==> config.mk <==
export PLATFORM = sky130hd
export DESIGN_NAME = tpu_tile_sequencer
export DESIGN_NICKNAME = d
export VERILOG_FILES = /design/src/rtl/tpu_tile_sequencer.sv
export SDC_FILE = /design/constraint.sdc
export NUM_CORES = 1
export LEC_CHECK = 0
export BUFFER_PORTS_ARGS = -buffer_cell sky130_fd_sc_hd__buf_2
export CAP_MARGIN = 25
export CORE_ASPECT_RATIO = 1.75
export CORE_MARGIN = 1.5
export CORE_UTILIZATION = 51
export CTS_CLUSTER_DIAMETER = 30
export DETAILED_ROUTE_END_ITERATION = 10
export PLACE_DENSITY_LB_ADDON = 0.2
export SYNTH_ARGS = -nofsm -noshare
export SYNTH_HDL_FRONTEND = slang
export SYNTH_SLANG_ARGS = --single-unit
==> constraint.sdc <==
create_clock -name i_clk -period 3.4 [get_ports i_clk]
set_input_delay 0.68 -clock i_clk [delete_from_list [all_inputs] [get_ports i_clk]]
set_output_delay 0.68 -clock i_clk [all_outputs]
set_load 0.01 [all_outputs]
==> src/rtl/tpu_tile_sequencer.sv <==
// tpu_tile_sequencer: counter-driven control FSM that walks one or more matrix
// tiles through the systolic array. Each tile goes through weight load, then
// activation stream with compute, then pipeline drain, then result store.
// Tiles after the first can skip the weight load (weight reuse), and the run
// can be aborted from any busy state.
//
// state    | meaning
// ---------+-----------------------------------------------------------
// S_IDLE   | waiting for start; all strobes low
// S_LOAD_W | loading ARRAY_ROWS weight rows into the array
// S_STREAM | streaming act_len activation vectors, array computing
// S_DRAIN  | flushing the array pipeline (ARRAY_ROWS+ARRAY_COLS-1 cycles)
// S_STORE  | handing result beats to the output SRAM (valid/ready)
// S_FINISH | one-cycle done pulse, then back to idle
//
// Outputs are decoded from the state and counter registers only, so there
// is no combinational path from any input to any output.

module tpu_tile_sequencer #(
    parameter int ARRAY_ROWS = 4,
    parameter int ARRAY_COLS = 4,
    parameter int LEN_W      = 8,
    parameter int TILE_W     = 8
) (
    input  logic                  i_clk,
    input  logic                  i_rst,
    input  logic                  i_start,
    input  logic [TILE_W-1:0]     i_num_tiles,
    input  logic [LEN_W-1:0]      i_act_len,
    input  logic                  i_reuse_weights,
    input  logic                  i_abort,
    input  logic                  i_store_ready,
    output logic                  o_load_weight,
    output logic [((ARRAY_ROWS > 1) ? $clog2(ARRAY_ROWS) : 1)-1:0] o_wgt_row_idx,
    output logic                  o_load_activation,
    output logic [LEN_W-1:0]      o_act_idx,
    output logic                  o_compute_en,
    output logic                  o_store_valid,
    output logic [LEN_W-1:0]      o_store_idx,
    output logic [TILE_W-1:0]     o_tile_idx,
    output logic                  o_busy,
    output logic                  o_done,
    output logic                  o_aborted
);

    localparam int WGT_W     = (ARRAY_ROWS > 1) ? $clog2(ARRAY_ROWS) : 1;
    localparam int DRAIN_LEN = ARRAY_ROWS + ARRAY_COLS - 1;
    localparam int DRN_W     = (DRAIN_LEN > 1) ? $clog2(DRAIN_LEN) : 1;

    localparam logic [WGT_W-1:0] WGT_LAST   = WGT_W'(ARRAY_ROWS - 1);
    localparam logic [DRN_W-1:0] DRAIN_LAST = DRN_W'(DRAIN_LEN - 1);

    typedef enum logic [2:0] {
        S_IDLE   = 3'd0,
        S_LOAD_W = 3'd1,
        S_STREAM = 3'd2,
        S_DRAIN  = 3'd3,
        S_STORE  = 3'd4,
        S_FINISH = 3'd5
    } state_t;

    state_t              r_state;
    logic [WGT_W-1:0]    r_wgt_cnt;
    logic [LEN_W-1:0]    r_act_cnt;
    logic [DRN_W-1:0]    r_drain_cnt;
    logic [LEN_W-1:0]    r_store_cnt;
    logic [TILE_W-1:0]   r_tile_idx;
    logic [TILE_W-1:0]   r_num_tiles;
    logic [LEN_W-1:0]    r_act_len;
    logic                r_reuse;
    logic                r_aborted;

    logic                w_act_last;
    logic                w_store_last;
    logic                w_tile_last;

    // End-of-phase compares against the latched config. act_len is never 0
    // in STREAM/STORE (that case goes straight to FINISH), so the -1 is safe.
    assign w_act_last   = (r_act_cnt   == (r_act_len   - LEN_W'(1)));
    assign w_store_last = (r_store_cnt == (r_act_len   - LEN_W'(1)));
    assign w_tile_last  = (r_tile_idx  == (r_num_tiles - TILE_W'(1)));

    // Sequencer state, phase counters, tile index and latched run config.
    always_ff @(posedge i_clk) begin
        if (i_rst) begin
            r_state     <= S_IDLE;
            r_wgt_cnt   <= '0;
            r_act_cnt   <= '0;
            r_drain_cnt <= '0;
            r_store_cnt <= '0;
            r_tile_idx  <= '0;
            r_num_tiles <= '0;
            r_act_len   <= '0;
            r_reuse     <= 1'b0;
            r_aborted   <= 1'b0;
        end else begin
            r_aborted <= 1'b0;
            if ((r_state != S_IDLE) && i_abort) begin
                // Abort beats every other transition, FINISH included.
                r_state     <= S_IDLE;
                r_aborted   <= 1'b1;
                r_wgt_cnt   <= '0;
                r_act_cnt   <= '0;
                r_drain_cnt <= '0;
                r_store_cnt <= '0;
                r_tile_idx  <= '0;
            end else begin
                case (r_state)
                    S_IDLE: begin
                        if (i_start) begin
                            r_num_tiles <= i_num_tiles;
                            r_act_len   <= i_act_len;
                            r_reuse     <= i_reuse_weights;
                            r_tile_idx  <= '0;
                            if ((i_num_tiles == '0) || (i_act_len == '0)) begin
                                r_state <= S_FINISH;
                            end else begin
                                r_state <= S_LOAD_W;
                            end
                        end
                    end

                    S_LOAD_W: begin
                        if (r_wgt_cnt == WGT_LAST) begin
                            r_wgt_cnt <= '0;
                            r_state   <= S_STREAM;
                        end else begin
                            r_wgt_cnt <= r_wgt_cnt + WGT_W'(1);
                        end
                    end

                    S_STREAM: begin
                        if (w_act_last) begin
                            r_act_cnt <= '0;
                            r_state   <= S_DRAIN;
                        end else begin
                            r_act_cnt <= r_act_cnt + LEN_W'(1);
                        end
                    end

                    S_DRAIN: begin
                        if (r_drain_cnt == DRAIN_LAST) begin
                            r_drain_cnt <= '0;
                            r_state     <= S_STORE;
                        end else begin
                            r_drain_cnt <= r_drain_cnt + DRN_W'(1);
                        end
                    end

                    S_STORE: begin
                        // store_valid is high for the whole state, so a beat
                        // is accepted on any cycle with store_ready.
                        if (i_store_ready) begin
                            if (w_store_last) begin
                                r_store_cnt <= '0;
                                if (w_tile_last) begin
                                    r_state <= S_FINISH;
                                end else begin
                                    r_tile_idx <= r_tile_idx + TILE_W'(1);
                                    r_state    <= r_reuse ? S_STREAM : S_LOAD_W;
                                end
                            end else begin
                                r_store_cnt <= r_store_cnt + LEN_W'(1);
                            end
                        end
                    end

                    S_FINISH: begin
                        r_tile_idx <= '0;
                        r_state    <= S_IDLE;
                    end

                    default: begin
                        r_state <= S_IDLE;
                    end
                endcase
            end
        end
    end

    // Moore output decode; counters are zero outside their own phase.
    always_comb begin
        o_load_weight     = (r_state == S_LOAD_W);
        o_wgt_row_idx     = r_wgt_cnt;
        o_load_activation = (r_state == S_STREAM);
        o_act_idx         = r_act_cnt;
        o_compute_en      = (r_state == S_STREAM) || (r_state == S_DRAIN);
        o_store_valid     = (r_state == S_STORE);
        o_store_idx       = r_store_cnt;
        o_tile_idx        = r_tile_idx;
        o_busy            = (r_state != S_IDLE);
        o_done            = (r_state == S_FINISH);
        o_aborted         = r_aborted;
    end

endmodule

Word-level counts from Yosys, hierarchy flattened:

Index checks and enable logic that the tools add are counted.

* input port bits: 22
* output and inout bits: 33
* register bits after elaboration: 50
* logic and storage cells: 68

* equal/unequal tests: 17
* mux-type cells: 20
* reductions and logical operators: 13
* add/sub/neg operators: 7
* bitwise operators: 1

Operator list (count)
* $mux W8: 6
* $mux W3: 9
* $add A8 B1 Y8 const B: 3
* $eq A8 B8 Y1: 3
* $pmux W8 S3: 1
* $logic_not A8 Y1: 2
* $sub A8 B1 Y8 const B: 2
* $pmux W3 S5: 1
* $eq A3 B3 Y1 const B: 3
* $ne A2 B2 Y1 const B: 4
* $eq A3 B2 Y1 const B: 2
* $ne A2 B1 Y1 const B: 3
* $reduce_and A6 Y1: 1
* $reduce_bool A3 Y1: 2
* $reduce_and A5 Y1: 1
* $mux W2: 2
* $add A3 B1 Y3 const B: 1
* $eq A3 B1 Y1 const B: 1
* $logic_not A3 Y1: 1
* $reduce_and A3 Y1: 1
* $add A2 B1 Y2 const B: 1
* $eq A2 B2 Y1 const B: 1
* $logic_or A1 B1 Y1: 2
* $reduce_and A2 Y1: 1
* 4 further kinds: 4

Depth between registers and ports, before layout:

* word-level depth: 6
* depth in mapped cells: 11
* gate-level depth less buffers: 9

Worst setup path before layout:

Ideal clock, no wire load.

* kind: reg2reg
* from: register r_act_len[0]
* to: register r_tile_idx[4], in the netlist o_tile_idx[4]
* setup slack: 664 ps
* stages on the path, launching flop included: 10
* clock period less this slack: 2736 ps
* data arrival time: 2612 ps
* required time: 3277 ps
* buffers on the path: 1
* library setup time: 123 ps
* cell sequence: dfxtp_1 > clkbuf_1 > inv_1 > ha_1 > xnor2_1 > nor3_1 > nand4_1 > o31ai_4 > or4b_1 > mux2_1

* cells in the longest elaborated chain, start to end: 4

Ends and longest elaborated chain
* from (decl): line 69 `logic [LEN_W-1:0] r_act_len;`
* from (signal assigned): line 112 `r_act_len <= i_act_len;`
* $sub A8 B1 Y8: line 80 `assign w_store_last = (r_store_cnt == (r_act_len - LEN_W'(1)));`
* $eq A8 B8 Y1: line 80
* $ne A2 B1 Y1 (no line)
* $reduce_and A5 Y1 (no line)
* to (signal assigned): line 159 `r_tile_idx <= r_tile_idx + TILE_W'(1);`
* to (decl): line 67 `logic [TILE_W-1:0] r_tile_idx;`

No other way between the ends.
A chain may end at the register's enable or synchronous reset.

Worst setup path in the final report:

Ends and elaborated chain as after synthesis.

==> reports/qor.csv <==
stage;metric;value;unit
routing;final WL;7240;um
power_and_ir_drop;Leak;1.38;nW
finish;# diodes;0;
global_route;first-pass GRT wire length;11700;um
synth;YS warnings;0;
routing;# DRC;0;
finish;Final Util;0.603;
timing;setup tns final;0;ps
finish;Layout area overhead;13.6;%
critical_path;Worst path depth;8;
clock_tree;CTS tree;yes;
routing;DR iter-0 viols;122;
synth;cell area after synthesis;2990;um^2
worst_hold_path;Hold Crit Depth;2;
critical_path;FF-to-FF End;o_tile_idx[4];
critical_path;crit path buf inv count;1;
clock_tree;Sink Count;50;
critical_path;Worst Setup SP;r_act_len[0];
routing;wire per inst;14.4;um
critical_path;worst reg-to-reg setup slack;380;ps
worst_hold_path;Hold Path Class;reg2reg;
floorplan;Core Box Area;5630;um^2
floorplan;Ports;55;
power_and_ir_drop;worst vdd ir;0.402;mV
run_status;status;completed;
timing;clk_skew;8.19;ps
routing;Vias;2797;
critical_path;worst endpoint required time;3590;ps
timing;Final period util;0.889;
timing;Worst slew margin;0.418;
floorplan;Die Ht;104;um
finish;Total Nets Final;454;
global_route;Overall Global Routing Usage;0.236;
synth;ys flop type;dfxtp_1;
clock_tree;CTS root buffer;clkbuf_8;
finish;area occupied by registers;1000;um^2
worst_hold_path;Worst Hold Launch;r_num_tiles[7];
synth;synthesized area per cell;7.80;um^2
routing;first drt pass iteration count;4;
synth;synthesized flop and latch total;50;
clock_tree;Post-CTS Repair Setup Buffers;0;
clock_tree;post_cts resized;0;
clock_tree;H-tree depth;2;
clock_tree;Clock Pin Slew Worst Setup and Hold Paths;100;ps
synth;sequential area share after synthesis;0.335;
critical_path;Max FO, Critical Path;11;
critical_path;crit end category;flop;
timing;Worst Tran Pin Value;864;ps
global_route;largest net degree at the start of global routing;21;
global_route;vias in the first global route;2596;
floorplan;Starting Density;0.531;
synth;Gate Count Post-Synth;383;
critical_path;slowest CP cell;o31ai_4;
floorplan;die area;6350;um^2
critical_path;worst path cell trace;inv_1, ha_1, a32o_1, a2bb2oi_1, nand4_1, o31ai_4, or4b_1, mux2_1;
finish;filler instances;533;
clock_tree;CTS hold repair buffers;0;
timing;post-layout min period;3020;ps
synth;Netlist cell types;66;
timing;final hold vios;0;
place;Post-DP Area;3290;um^2
routing;antenna viol nets, final;0;
critical_path;Startpoint Class;flop;
timing;Achievable Freq;331;MHz
timing;final setup vio count;0;
finish;area taken by multi-input logic gates;1840;um^2
finish;layout cell share with drive strength beyond 1;0.187;
run;max-cap violation count;0;
clock_tree;clock tree buffer depth;2;
floorplan;Row Count;36;
synth;asr flop ratio synth;0;
critical_path;Reg2Reg Depth;8;
global_route;initial antenna violation count;0;
critical_path;crit path DAT;3210;ps
critical_path;crit-path leading delay family;compound AO/OA/AOI/OAI gates;
floorplan;die width;60.9;um
place;number of port buffers;54;
clock_tree;total CTS buffers;5;
place;dpl hpwl;5570;um
power_and_ir_drop;overall power;1.81;mW
timing;Final Max Slew Viols;0;
synth;Post-synth EDFFs;0;
synth;syn_nets;411;
routing;vias per cell;5.56;
global_route;grt ovf;0;
critical_path;Slowest Stage Delay on Critical Path;480;ps
power_and_ir_drop;Power Dens Cells;534;nW/um^2
worst_hold_path;hold endpoint;r_num_tiles[7];
place;gpl congestion;0.955;
clock_tree;worst skew pair latency;310;ps
critical_path;worst flop-to-flop path startpoint;r_act_len[0];
finish;post-route cell area;3400;um^2
critical_path;worst setup path class;reg2reg;
timing;RSZ-0062 raised after global routing;false;
[metrics by stage]
| step | setup slack [ps] | std cells | hold slack, ps |
|---|---|---|---|
| 2_1_floorplan | 664 | 383 | 446 |
| 5_1_grt | 186 | 503 | 513 |
| 6_report | 379 | 503 | 483 |
| 3_5_place_dp | 426 | 495 | 467 |
| 3_3_place_gp | 504 | 495 | 457 |
| 4_1_cts | 399 | 503 | 482 |
[synthesized netlist by cell type, types with 2 or more instances]
master,instances,area [um^2]
a211o_2,2,20.0
a211oi_1,2,15.0
a21boi_0,2,15.0
a21oi_1,32,160
a31oi_1,4,25.0
and2_1,4,25.0
and3_1,2,12.5
and3b_1,2,17.5
and4_1,2,17.5
buf_2,2,10.0
clkbuf_1,16,60.1
dfxtp_1,50,1000
ha_1,6,75.1
inv_1,16,60.1
nand2_1,63,236
nand2b_1,3,18.8
nand3_1,10,50.1
nand4_1,8,50.1
nand4b_1,3,26.3
nor2_1,37,139
nor2b_1,2,12.5
nor3_1,11,55.1
nor3b_1,5,37.5
nor4_1,5,31.3
o21a_1,4,30.0
o21ai_0,6,30.0
o22ai_1,3,18.8
or3_1,2,12.5
xnor2_1,28,245
xor2_1,15,131
[tightest hold or removal path, cell delays in order (launching register included)]
cell and delay (ps):
dfxtp_1 330, nand2_1 60, a21oi_1 60
[registers in the layout, indices dropped and copies added (netlist names)]
name,count
o_store_idx,8
r_num_tiles,8
r_drain_cnt,3
r_state,3
o_tile_idx,8
o_wgt_row_idx,2
r_act_len,8
o_aborted,1
o_act_idx,8
r_reuse,1
[cell families (layout without fill, tap and decap cells)]
kind of cell             after synthesis  count (layout)  share of synthesized area
buffers and inverters                 37              81                     0.0486
flip-flops                            50              50                      0.335
multiplexers                           3               3                     0.0109
AO/OA/AOI/OAI                         72              72                      0.163
XOR/XNOR                              43              43                      0.126
AND/OR/NAND/NOR                      172             172                      0.292
adder cells (fa/ha/maj)                6               6                     0.0251
[layout make-up]
| cell class | count | share of cell area |
|---|---|---|
| clock buffers | 5 | 0.0203 |
| clock inverters | 3 | 0.0118 |
| inverters | 17 | 0.0188 |
| multi-input cells | 296 | 0.543 |
| flip-flops and latches | 50 | 0.295 |
| well taps | 76 | 0.0280 |
| repair buffers | 56 | 0.0840 |
[where the power goes]
group	switching (mW)	total [mW]	internal [mW]	leakage, nW
combinational	0.374	0.654	0.281	0.913
clock	0.204	0.421	0.217	0.0579
sequential	0.0960	0.738	0.642	0.406
[worst max path at each step]
| stage | endpoint | slack [ps] |
|---|---|---|
| 4_1_cts | o_tile_idx[4] | 400 |
| 2_1_floorplan | o_tile_idx[4] | 660 |
| 5_1_grt | o_tile_idx[4] | 190 |
| 3_5_place_dp | o_tile_idx[4] | 430 |
| 6_report | o_tile_idx[4] | 380 |
| 3_3_place_gp | o_tile_idx[4] | 500 |
[cells in the final DEF, fill, tap and decap left out, types with 2 or more instances in the layout]
cell type  Yosys  layout
a211o_2        2       2
a211oi_1       2       2
a21boi_0       2       2
a21oi_1       32      32
a31oi_1        4       4
and2_1         4       4
and3_1         2       2
and3b_1        2       2
and4_1         2       2
buf_2          2      54
buf_4          1       2
clkbuf_8       0       5
clkinv_2       0       2
dfxtp_1       50      50
ha_1           6       6
inv_1         16      16
nand2_1       63      63
nand2b_1       3       3
nand3_1       10      10
nand4_1        8       8
nand4b_1       3       3
nor2_1        37      37
nor2b_1        2       2
nor3_1        11      11
nor3b_1        5       5
nor4_1         5       5
o21a_1         4       4
o21ai_0        6       6
o22ai_1        3       3
or3_1          2       2
xnor2_1       28      28
xor2_1        15      15
[routing by layer]
metal | part of all wire | up-vias | global-route usage
li1 | - | 1405 | -
met1 | 0.38 | 1308 | 0.246
met2 | 0.55 | 61 | 0.429
met3 | 0.025 | 23 | 0.0274
met4 | 0.047 | 0 | 0.124
met5 | 0 | - | 0
(Power assumes the default switching activity.)
